## config.mk

```make
export PLATFORM = sky130hd
export DESIGN_NAME = seg_seq_tracker
export DESIGN_NICKNAME = d
export VERILOG_FILES = /design/src/rtl/seg_seq_pkg.sv /design/src/rtl/seg_to_digit.sv /design/src/rtl/seg_seq_tracker.sv
export SDC_FILE = /design/constraint.sdc
export NUM_CORES = 1
export LEC_CHECK = 0
export CAP_MARGIN = 0
export CORE_MARGIN = 2
export CORE_UTILIZATION = 40
export DETAILED_ROUTE_END_ITERATION = 8
export PLACE_DENSITY_LB_ADDON = 0.15
export SETUP_SLACK_MARGIN = 0.2
export SYNTH_ARGS = -nofsm -noshare
export SYNTH_HDL_FRONTEND = slang
export SYNTH_SLANG_ARGS = --single-unit
export TNS_END_PERCENT = 5
```

## constraint.sdc

```tcl
create_clock -name clock -period 4.6 [get_ports clock]
set_input_delay 0.92 -clock clock [delete_from_list [all_inputs] [get_ports clock]]
set_output_delay 0.92 -clock clock [all_outputs]
set_load 0.05 [all_outputs]
```

## src/rtl/seg_seq_pkg.sv

```systemverilog
// Shared constants for the 7-segment sequence tracker: the cyclic digit
// sequence, command codes and active-high glyph patterns (bit 0 = a .. bit 6 = g).
package seg_seq_pkg;

  localparam int unsigned SEQ_LEN   = 9;
  localparam logic [3:0]  POS_CLEAR = 4'd9;
  localparam logic [3:0]  DIGIT_NONE = 4'd15;

  typedef enum logic [1:0] {
    CMD_HOLD  = 2'b00,
    CMD_UP    = 2'b01,
    CMD_DOWN  = 2'b10,
    CMD_CLEAR = 2'b11
  } cmd_t;

  localparam logic [6:0] GLYPH_0     = 7'h3F;
  localparam logic [6:0] GLYPH_1     = 7'h06;
  localparam logic [6:0] GLYPH_2     = 7'h5B;
  localparam logic [6:0] GLYPH_3     = 7'h4F;
  localparam logic [6:0] GLYPH_4     = 7'h66;
  localparam logic [6:0] GLYPH_5     = 7'h6D;
  localparam logic [6:0] GLYPH_6     = 7'h7D;
  localparam logic [6:0] GLYPH_7     = 7'h07;
  localparam logic [6:0] GLYPH_8     = 7'h7F;
  localparam logic [6:0] GLYPH_9     = 7'h6F;
  localparam logic [6:0] GLYPH_BLANK = 7'h00;

  // SEQ = 3,5,2,8,4,0,2,1,8; indices outside 0..8 never match a digit.
  function automatic logic [3:0] seq_at(input logic [3:0] p);
    case (p)
      4'd0:    seq_at = 4'd3;
      4'd1:    seq_at = 4'd5;
      4'd2:    seq_at = 4'd2;
      4'd3:    seq_at = 4'd8;
      4'd4:    seq_at = 4'd4;
      4'd5:    seq_at = 4'd0;
      4'd6:    seq_at = 4'd2;
      4'd7:    seq_at = 4'd1;
      4'd8:    seq_at = 4'd8;
      default: seq_at = DIGIT_NONE;
    endcase
  endfunction

  function automatic logic [3:0] next_pos(input logic [3:0] p);
    next_pos = (p == 4'(SEQ_LEN - 1)) ? 4'd0 : p + 4'd1;
  endfunction

  function automatic logic [3:0] prev_pos(input logic [3:0] p);
    prev_pos = (p == 4'd0) ? 4'(SEQ_LEN - 1) : p - 4'd1;
  endfunction

endpackage

```

## src/rtl/seg_to_digit.sv

```systemverilog
// Combinational 7-segment decoder: polarity correction, then glyph lookup.
// digit is 15 for blank or any pattern that is not a standard glyph.
module seg_to_digit
  import seg_seq_pkg::*;
#(
  parameter bit ACTIVE_LOW = 1'b1
) (
  input  logic [6:0] segmentos,
  output logic [3:0] digit,
  output logic       is_blank,
  output logic       legal
);

  logic [6:0] seg;

  assign seg = ACTIVE_LOW ? ~segmentos : segmentos;

  always_comb begin
    digit    = DIGIT_NONE;
    is_blank = 1'b0;
    legal    = 1'b1;
    case (seg)
      GLYPH_0:     digit = 4'd0;
      GLYPH_1:     digit = 4'd1;
      GLYPH_2:     digit = 4'd2;
      GLYPH_3:     digit = 4'd3;
      GLYPH_4:     digit = 4'd4;
      GLYPH_5:     digit = 4'd5;
      GLYPH_6:     digit = 4'd6;
      GLYPH_7:     digit = 4'd7;
      GLYPH_8:     digit = 4'd8;
      GLYPH_9:     digit = 4'd9;
      GLYPH_BLANK: is_blank = 1'b1;
      default:     legal = 1'b0;
    endcase
  end

endmodule

```

## src/rtl/seg_seq_tracker.sv

```systemverilog
// Self-checker for the up/down digit-sequence display: tracks sequence position,
// recovers the command behind each displayed step and flags impossible steps.
//
// state        | meaning
// TRK_LOCKED   | pos is trusted; each sample is classified as hold/up/down/clear
// TRK_UNLOCKED | lost track; waiting for a digit that occurs once in the sequence
module seg_seq_tracker
  import seg_seq_pkg::*;
#(
  parameter bit ACTIVE_LOW = 1'b1
) (
  input  logic       clock,
  input  logic       reset,
  input  logic       seg_valid,
  input  logic [6:0] segmentos,
  output logic       cmd_valid,
  output logic [1:0] cmd,
  output logic [3:0] pos,
  output logic [3:0] digit,
  output logic       err,
  output logic       locked
);

  typedef enum logic {
    TRK_LOCKED,
    TRK_UNLOCKED
  } trk_state_t;

  trk_state_t state_q, state_d;
  logic [3:0] pos_d, digit_d;
  logic [1:0] cmd_d;
  logic       cmd_valid_d, err_d;

  logic [3:0] dec_digit;
  logic       dec_blank, dec_legal;

  seg_to_digit #(.ACTIVE_LOW(ACTIVE_LOW)) u_dec (
    .segmentos (segmentos),
    .digit     (dec_digit),
    .is_blank  (dec_blank),
    .legal     (dec_legal)
  );

  always_comb begin
    state_d     = state_q;
    pos_d       = pos;
    digit_d     = digit;
    cmd_d       = cmd;
    cmd_valid_d = 1'b0;
    err_d       = 1'b0;

    if (seg_valid) begin
      digit_d = dec_digit;
      case (state_q)
        TRK_LOCKED: begin
          if (pos == POS_CLEAR) begin
            if (dec_blank) begin
              cmd_d       = CMD_HOLD;
              cmd_valid_d = 1'b1;
            end else if (dec_digit == seq_at(4'd0)) begin
              cmd_d       = CMD_UP;
              cmd_valid_d = 1'b1;
              pos_d       = 4'd0;
            end else begin
              err_d   = 1'b1;
              state_d = TRK_UNLOCKED;
            end
          // dec_digit is 15 for blank/illegal, so those never match a sequence entry
          end else if (dec_digit == seq_at(pos)) begin
            cmd_d       = CMD_HOLD;
            cmd_valid_d = 1'b1;
          end else if (dec_digit == seq_at(next_pos(pos))) begin
            cmd_d       = CMD_UP;
            cmd_valid_d = 1'b1;
            pos_d       = next_pos(pos);
          end else if (dec_digit == seq_at(prev_pos(pos))) begin
            cmd_d       = CMD_DOWN;
            cmd_valid_d = 1'b1;
            pos_d       = prev_pos(pos);
          end else if (dec_blank) begin
            cmd_d       = CMD_CLEAR;
            cmd_valid_d = 1'b1;
            pos_d       = POS_CLEAR;
          end else begin
            err_d   = 1'b1;
            state_d = TRK_UNLOCKED;
          end
        end

        TRK_UNLOCKED: begin
          if (!dec_legal) begin
            err_d = 1'b1;
          end else if (dec_blank) begin
            pos_d   = POS_CLEAR;
            state_d = TRK_LOCKED;
          end else begin
            // 2 and 8 appear twice in the sequence and cannot fix the position
            case (dec_digit)
              4'd3: begin pos_d = 4'd0; state_d = TRK_LOCKED; end
              4'd5: begin pos_d = 4'd1; state_d = TRK_LOCKED; end
              4'd4: begin pos_d = 4'd4; state_d = TRK_LOCKED; end
              4'd0: begin pos_d = 4'd5; state_d = TRK_LOCKED; end
              4'd1: begin pos_d = 4'd7; state_d = TRK_LOCKED; end
              4'd2, 4'd8: ;
              default: err_d = 1'b1;
            endcase
          end
        end

        default: state_d = TRK_UNLOCKED;
      endcase
    end
  end

  always_ff @(posedge clock) begin
    if (reset) begin
      state_q   <= TRK_LOCKED;
      pos       <= 4'd0;
      digit     <= 4'd3;
      cmd       <= CMD_HOLD;
      cmd_valid <= 1'b0;
      err       <= 1'b0;
    end else begin
      state_q   <= state_d;
      pos       <= pos_d;
      digit     <= digit_d;
      cmd       <= cmd_d;
      cmd_valid <= cmd_valid_d;
      err       <= err_d;
    end
  end

  assign locked = (state_q == TRK_LOCKED);

endmodule

```

## After elaboration in Yosys (flattened, before gate mapping)

Memories as Yosys holds them, arrays and structs flattened. A register that Yosys moved wholly into a read port is not among the register bits.
Index checks and enable logic that the tools add are counted.

- Register bits after elaboration: 13
- ROM bits: 192
- Bits of input ports: 10
- Output and inout port bits: 13
- Word-level logic and storage cells: 112
- Memories kept: 3

- Add/sub/neg operators: 2
- Equal/unequal tests: 28
- Muxes and demuxes: 59
- Bitwise operators: 3
- Reduce and logical (&&, ||, !) cells: 11

Memories:

| name | depth | width | rd ports | clocked after Yosys merged registers in | wr ports | RTL line | text |
|---|---|---|---|---|---|---|---|
| (no name shown) | 16 | 4 | 1 | 1 | 0 | seg_seq_pkg.sv:30 | `case (p)` |
| (no name shown) | 16 | 4 | 1 | 0 | 0 | seg_seq_pkg.sv:30 |  |
| (no name shown) | 16 | 4 | 1 | 0 | 0 | seg_seq_pkg.sv:30 |  |

Operator list:

| cell | number |
|---|---|
| 4-bit 2-to-1 mux | 25 |
| 7-bit == test (second input constant) | 7 |
| 4-bit one-hot mux with 10 select lines | 1 |
| 1-bit 2-to-1 mux | 22 |
| 4-bit one-hot mux with 5 select lines | 1 |
| 7-bit by 3-bit == test with 1-bit output (second input constant) | 2 |
| 2-bit 2-to-1 mux | 7 |
| 4-bit == test | 3 |
| 4-bit == test (second input constant) | 3 |
| 11-bit OR reduction | 1 |
| 4-bit by 2-bit == test with 1-bit output (second input constant) | 2 |
| 4-bit by 3-bit == test with 1-bit output (second input constant) | 2 |
| 4-bit logical NOT | 2 |
| 4-bit one-hot mux with 2 select lines | 1 |
| 7-bit by 6-bit == test with 1-bit output (second input constant) | 1 |
| 7-bit logical NOT | 1 |
| 7-bit by 1-bit inequality test with 1-bit output (second input constant) | 1 |
| 7-bit NOT | 1 |
| 7-bit AND reduction | 1 |
| 7-bit OR reduction | 1 |
| 3-bit by 2-bit inequality test with 1-bit output (second input constant) | 2 |
| 3-bit inequality test (second input constant) | 2 |
| 5-bit by 1-bit inequality test with 1-bit output (second input constant) | 1 |
| 5-bit nonzero test | 1 |
| 10 further kinds | 12 |

## Longest topological paths before layout

Gate-level depths: netlist (run 1).

- Depth in word-level cells: 23
- Gate-level depth with buffers: 18
- Mapped depth without buffers: 14

## Modules after synthesis

A second synthesis (run 1) with hierarchy kept.

- Cells, all modules: 288
- Area total of the unflattened synthesis: 2,289.7 µm²

By module, submodules not included:

| module | times used | cells each | area an instance (µm²) | sequential area each (µm²) |
|---|---|---|---|---|
| seg_seq_tracker | 1 | 247 | 2,019.4 | 340.3 |
| seg_to_digit | 1 | 41 | 270.3 | 0.0 |

## Least setup slack after synthesis (run 1)

No wires, ideal clock.

- Path type: flip-flop to flip-flop
- Start point: register pos[0]
- End point: register with a tool-made name
- Library setup time: 0.115 ns
- Data arrival time: 3.980 ns
- Required time: 4.485 ns
- Slack: 0.505 ns
- Stages on the path, launching flop included: 19
- Buffers on the path: 4
- Period minus slack after synthesis: 4.095 ns
- Cell sequence: dfxtp_1 -> buf_2 -> buf_2 -> inv_1 -> ha_1 -> buf_6 -> a21bo_2 -> mux2i_2 -> o21ai_1 -> mux2i_1 -> o22a_1 -> or3_1 -> buf_2 -> mux2i_1 -> o211a_1 -> or3_4 -> inv_2 -> a21oi_1 -> o21ba_1

RTL lines:

| element | RTL line | text |
|---|---|---|
| from (decl) | seg_seq_tracker.sv:18 | `output logic [3:0] pos,` |
| from (signal assigned) | seg_seq_tracker.sv:125 | `pos <= pos_d;` |

==> results of run 1 <==
-- cell type report --
| type | count | area, µm² |
|---|---|---|
| Timing Repair Buffer | 27 | 260.3 |
| Multi-Input combinational cell | 207 | 1535 |
| Inverter | 10 | 37.54 |
| Fill cell | 481 | 2484 |
| Tap cell | 67 | 83.83 |
| Clock buffer | 4 | 45.04 |
| Sequential cell | 17 | 340.3 |
-- power groups by stage --
stage / clock network (mW) / logic [mW] / registers [mW]
2_1_floorplan: 0 / 0.548 / 0.266
3_3_place_gp: 0 / 0.737 / 0.221
3_5_place_dp: 0 / 0.737 / 0.221
4_1_cts: 0.109 / 0.743 / 0.218
5_1_grt: 0.117 / 0.814 / 0.222
6_report: 0.105 / 0.746 / 0.218
-- per-stage QoR --
stage	power (mW)	std cells	setup WS, ns
after floorplan	0.8136	248	0.5047
after global placement	0.9578	328	0.1823
after detailed placement	0.9582	328	0.1301
after CTS	1.069	332	0.3841
after global routing	1.152	332	0.2088
final	1.069	332	0.4191
-- layout by cell type (no fill, tap or decap), types with 3 or more instances in the layout --
cell type / instances
sky130_fd_sc_hd__clkbuf_8: 3
sky130_fd_sc_hd__buf_4: 5
sky130_fd_sc_hd__and2_1: 3
sky130_fd_sc_hd__a21oi_1: 21
sky130_fd_sc_hd__o21ai_0: 9
sky130_fd_sc_hd__a31oi_1: 5
sky130_fd_sc_hd__nand2b_1: 4
sky130_fd_sc_hd__ha_1: 6
sky130_fd_sc_hd__nand4_1: 3
sky130_fd_sc_hd__inv_1: 8
sky130_fd_sc_hd__dfxtp_1: 17
sky130_fd_sc_hd__nor2b_1: 5
sky130_fd_sc_hd__xnor2_1: 6
sky130_fd_sc_hd__xor2_1: 3
sky130_fd_sc_hd__clkdlybuf4s50_1: 21
sky130_fd_sc_hd__a211oi_1: 3
sky130_fd_sc_hd__mux2i_1: 10
sky130_fd_sc_hd__nand3_2: 3
sky130_fd_sc_hd__and3_1: 3
sky130_fd_sc_hd__nor3_1: 9
sky130_fd_sc_hd__o21bai_1: 3
sky130_fd_sc_hd__nand2_1: 17
sky130_fd_sc_hd__nor2_1: 26
sky130_fd_sc_hd__nand3_1: 7
-- repair_timing --
item,4_1_cts,5_1_grt
hold buffers,0,0
endpoints found under the setup margin,0,2
buffers inserted,0,0
gates resized for setup,0,1
-- final timing paths --
| kind | startpoint | slack (ns) | to |
|---|---|---|---|
| worst max-delay path | segmentos[5] | 0.42 | register |
| worst min register to register | cmd[1] | 0.47 | cmd[1] |
| worst max register to register | pos[1] | 0.82 | register |
| worst min-delay path | cmd[1] | 0.47 | cmd[1] |
-- critical path, cell delays in order --
cell and delay [ns]:
sky130_fd_sc_hd__clkdlybuf4s50_1 0.58, sky130_fd_sc_hd__nor2_1 0.37, sky130_fd_sc_hd__o2111ai_2 0.24, sky130_fd_sc_hd__and3_4 0.25
sky130_fd_sc_hd__a21o_1 0.22, sky130_fd_sc_hd__xnor2_1 0.19, sky130_fd_sc_hd__or3_1 0.45, sky130_fd_sc_hd__mux2i_1 0.16
sky130_fd_sc_hd__o211a_1 0.24, sky130_fd_sc_hd__or3_4 0.39, sky130_fd_sc_hd__inv_2 0.07, sky130_fd_sc_hd__a21oi_1 0.05
sky130_fd_sc_hd__o21ba_1 0.17
-- metal layers --
| metal | wire length (µm) | share of wire | global-route usage |
|---|---|---|---|
| met1 | 2615 | 0.52 | 0.2829 |
| met2 | 2221 | 0.44 | 0.2852 |
| met3 | 196 | 0.039 | 0.01339 |
| met4 | 40 | 0.0079 | 0.03571 |
| met5 | 0 | 0 | 0 |
-- kinds of logic after synthesis --
kind of cell | count (synthesis) | share of synthesized area
XOR/XNOR | 9 | 0.03943
adder cells (fa/ha/maj) | 6 | 0.03755
buffers and inverters | 24 | 0.06194
AND/OR/NAND/NOR | 103 | 0.3041
AO/OA/AOI/OAI | 76 | 0.3167
flip-flops | 17 | 0.1702
multiplexers | 13 | 0.07009
==> results.txt, run 1 <==
Arrival time reported for the critical path endpoint -> 4.32 ns
DRC viols -> 0
Final Skew -> 0.003480 ns
Post-detail-place hpwl -> 3847 µm
Core Footprint -> 4786 µm²
Mapped Cells -> 248
Mapped Nets -> 264
Layout overhead on the synthesized area -> 15.14%
Maximum Capacitance Violations -> 0
Final hold slack -> 0.4738 ns
Gate power share -> 0.698
Crit. End Element -> register
Vias in the first global route -> 1,695
CTS tree -> built
Die Height -> 74.70 µm
Initial antenna violation count -> 0
Number of top-level pins -> 23
Power density over cell area -> 464.3 nW/µm²
Most frequently used cell type in the post-synthesis netlist -> sky130_fd_sc_hd__nor2_1
Worst R2R Path Depth -> 13
Number of iterations in the first detailed-routing pass -> 4
Aggregate negative setup slack -> 0 ns
DRT iter0 DRCs -> 112
Post-synthesis cell type with the largest combined area -> sky130_fd_sc_hd__dfxtp_1
Die outline width -> 74.70 µm
Share of final-layout standard cells stronger than drive strength 1 -> 0.1434
Die area -> 5580 µm²
Most used flip-flop cell after synthesis -> sky130_fd_sc_hd__dfxtp_1
Hold Path Depth -> 2
Post-Route WL -> 5074 µm
Total of buffers placed on input and output ports -> 22
Finished layout cell area -> 2302 µm²
Total count of max-transition violations in the final report -> 0
CTS Buffer Depth -> 2
Average wire length per cell after detail routing -> 15.28 µm
Part of the total power dissipated in sequential elements -> 0.204
Required arrival time at the worst endpoint -> 4.74 ns
Row count -> 25
Clock sink count -> 17
Leakage -> 0.8493 nW
Synthesized area per cell -> 8.062 µm²
Yosys cell types -> 77
Placement Cell Area -> 2255 µm²
Tightest Hold Check Type -> register to register
Clock share of power -> 0.098
Deepest level of the CTS H-tree -> 1
Antenna diodes -> 0
Design internal power -> 0.5347 mW
Synth top area share -> 0.1702
Initial standard-cell utilization of the core -> 0.4178
Clock root cell -> sky130_fd_sc_hd__clkbuf_8
Post-route antenna net violation count -> 0
Placer congestion estimate -> 0.9087
Status -> complete, no violations
Leading post-synthesis cells by instance count -> 26 x sky130_fd_sc_hd__nor2_1, 21 x sky130_fd_sc_hd__a21oi_1, 17 x sky130_fd_sc_hd__dfxtp_1, 17 x sky130_fd_sc_hd__nand2_1, 10 x sky130_fd_sc_hd__mux2i_1
Classification of the worst setup path -> primary input to register
Unrepaired setup endpoints after global routing -> false
Setup crit start kind -> primary input
Switching power total -> 0.5343 mW
Switching power share of the total -> 0.4998
Worst ir drop on vdd -> 0.0003625 V
Count of flip-flops with a built-in enable after synthesis -> 0
Post-synthesis sequential element count -> 17
Async S/R FF share, synth -> 0
Sequential element share of the synthesized area -> 0.1702
Leading cell types by total area after synthesis -> sky130_fd_sc_hd__dfxtp_1 17%, sky130_fd_sc_hd__a21oi_1 5.3%, sky130_fd_sc_hd__mux2i_1 5.0%, sky130_fd_sc_hd__nor2_1 4.9%, sky130_fd_sc_hd__ha_1 3.8%
Slew at the pin closest to its max-slew limit -> 0.6582 ns
Synth Warn # -> 0
Fmax achieved -> 239.2 MHz
Net count reported at finish -> 282
Share of the core filled with cells in the final layout -> 0.4810
Final Hold Vio Count -> 0
Num CTS Buffers -> 3
Total number of vias -> 1,889
Final Setup Violations -> 0
All-Layer GR Usage -> 0.1847
Overflow left after global routing -> 0
Worst-path clk slew -> 0.06 ns
Cell area after synthesis -> 1999 µm²
Top fanout value on the critical path -> 9
Portion of the clock cycle consumed by the worst path in the final layout -> 0.9089
Minimum clock period -> 4.181 ns
Via/cell ratio -> 5.690
Worst-Skew Late Latency -> 0.24 ns
First-pass GRT wire length -> 8162 µm
Largest net degree at the start of global routing -> 22
Rel. slew slack -> 0.5598
(Power assumes the default switching activity.)
==> run 2, diff against run 1 <==
--- a/config.mk
+++ b/config.mk
@@ -7,7 +7,7 @@
 export LEC_CHECK = 0
 export CAP_MARGIN = 0
 export CORE_MARGIN = 2
-export CORE_UTILIZATION = 40
+export CORE_UTILIZATION = 25
 export DETAILED_ROUTE_END_ITERATION = 8
 export PLACE_DENSITY_LB_ADDON = 0.15
 export SETUP_SLACK_MARGIN = 0.2
==> results.txt, run 2 (synthesis gave the netlist of run 1 again) <==
Highest-count cells in the layout ignoring fill and taps -> 26 x sky130_fd_sc_hd__nor2_1, 21 x sky130_fd_sc_hd__a21oi_1, 21 x sky130_fd_sc_hd__clkdlybuf4s50_1, 17 x sky130_fd_sc_hd__nand2_1, 17 x sky130_fd_sc_hd__dfxtp_1
Post-Route WL -> 5724 µm
Worst-Skew Late Latency -> 0.25 ns
Worst Slack Setup Final -> 0.3834 ns
Portion of the clock cycle consumed by the worst path in the final layout -> 0.9166
Final Skew -> 0.002181 ns
Arrival time reported for the critical path endpoint -> 4.36 ns
Die outline width -> 93.43 µm
Largest net degree at the start of global routing -> 22
Number of placed instances with taps included -> 369
CTS tree -> built
Number of iterations in the first detailed-routing pass -> 4
Setup crit start kind -> primary input
DRC viols -> 0
Classification of the worst setup path -> primary input to register
Setup Slack @ Placement -> 0.1110 ns
Aggregate negative setup slack -> 0 ns
Number of top-level pins -> 23
Worst ir drop on vdd -> 0.0001951 V
Die area -> 8729 µm²
Minimum clock period -> 4.217 ns
Power density over cell area -> 456.7 nW/µm²
Vias in the first global route -> 1,845
Maximum Capacitance Violations -> 0
Deepest level of the CTS H-tree -> 1
Post-route antenna net violation count -> 0
Share of the core filled with cells in the final layout -> 0.3099
Layout overhead on the synthesized area -> 19.77%
Die Height -> 93.43 µm
Total number of vias -> 1,966
Leakage -> 0.8787 nW
Unrepaired setup endpoints after global routing -> false
Post-detail-place hpwl -> 4447 µm
Fmax achieved -> 237.2 MHz
Commonest non-fill, non-tap cell in the layout -> sky130_fd_sc_hd__nor2_1
Clock root cell -> sky130_fd_sc_hd__clkbuf_8
Initial standard-cell utilization of the core -> 0.2587
Overflow left after global routing -> 0
DRT iter0 DRCs -> 131
Total count of max-transition violations in the final report -> 0
Power after layout -> 1.094 mW
Initial antenna violation count -> 0
Placer congestion estimate -> 0.8776
Average wire length per cell after detail routing -> 15.35 µm
Tightest Hold Check Type -> register to register
Post-route insts no fill -> 373
Final Hold Vio Count -> 0
Total of buffers placed on input and output ports -> 22
Via/cell ratio -> 5.271
Required arrival time at the worst endpoint -> 4.75 ns
Status -> complete, no violations
Worst-path clk slew -> 0.07 ns
Final Setup Violations -> 0
Crit. End Element -> register
Share of final-layout standard cells stronger than drive strength 1 -> 0.1661
Post-CTS setup buffer count -> 0
Antenna diodes -> 0
Net count reported at finish -> 288
CTS Buffer Depth -> 2
Clock sink count -> 17
Rel. slew slack -> 0.5410
All-Layer GR Usage -> 0.1354
Row count -> 32
Core Footprint -> 7727 µm²
Num CTS Buffers -> 3
Top fanout value on the critical path -> 9
Slew at the pin closest to its max-slew limit -> 0.6864 ns
First-pass GRT wire length -> 9570 µm
run 2: cell types whose count changed in the layout (fill, tap and decap cells not counted):
cell / previous run / this run
sky130_fd_sc_hd__buf_4: 5 / 11
sky130_fd_sc_hd__clkbuf_1: 1 / 0
sky130_fd_sc_hd__clkinvlp_4: 0 / 1
run 2: worst paths after layout:
kind	startpoint	end	slack, ns	cells past startpoint
max	segmentos[2]	register	0.38	13
min	cmd[1]	cmd[1]	0.46	2
max reg2reg	pos[0]	register	0.78	13
min reg2reg	cmd[1]	cmd[1]	0.46	2
run 2: area by class of cell:
type	count	area, µm²
fillers	826	5333
clock inverters	1	7.507
multi-input cells	207	1535
inverters	10	37.54
clock buffers	3	41.29
well taps	102	127.6
repair buffers	33	305.3
flip-flops and latches	17	340.3
run 2: worst max-delay path, cell delays in order:
cell                              delay [ns]
sky130_fd_sc_hd__clkdlybuf4s50_1        0.57
sky130_fd_sc_hd__nor2_1                 0.40
sky130_fd_sc_hd__o2111ai_2              0.25
sky130_fd_sc_hd__and3_4                 0.25
sky130_fd_sc_hd__a21o_1                 0.22
sky130_fd_sc_hd__xnor2_1                0.18
sky130_fd_sc_hd__or3_1                  0.45
sky130_fd_sc_hd__mux2i_1                0.17
sky130_fd_sc_hd__o211a_1                0.25
sky130_fd_sc_hd__or3_4                  0.39
sky130_fd_sc_hd__inv_2                  0.07
sky130_fd_sc_hd__a21oi_1                0.06
sky130_fd_sc_hd__o21ba_1                0.18
run 2: what timing repair did:
item,CTS,global route
resized for setup,0,1
hold buffers,0,0
endpoints found under the setup margin,0,2
run 2: metrics by stage:
| stage | area [µm²] | hold WS, ns |
|---|---|---|
| after floorplan | 1999 | 0.5216 |
| after global placement | 2344 | 0.4511 |
| after CTS | 2392 | 0.4676 |
| final | 2395 | 0.4625 |
| after global routing | 2395 | 0.4997 |
| after detailed placement | 2344 | 0.4534 |
run 2: layer usage:
metal	part of all wire	global-route usage	up-vias
li1	-	-	979
met1	0.50	0.1899	951
met2	0.47	0.2170	28
met3	0.013	0.004835	8
met4	0.023	0.05637	0
met5	0	0	-
run 2: report_power, final:
part	total (mW)	switching (mW)	leakage, nW	internal, mW
logic	0.772	0.471	0.717	0.301
clock network	0.113	0.0523	0.0217	0.0609
registers	0.208	0.0294	0.140	0.179
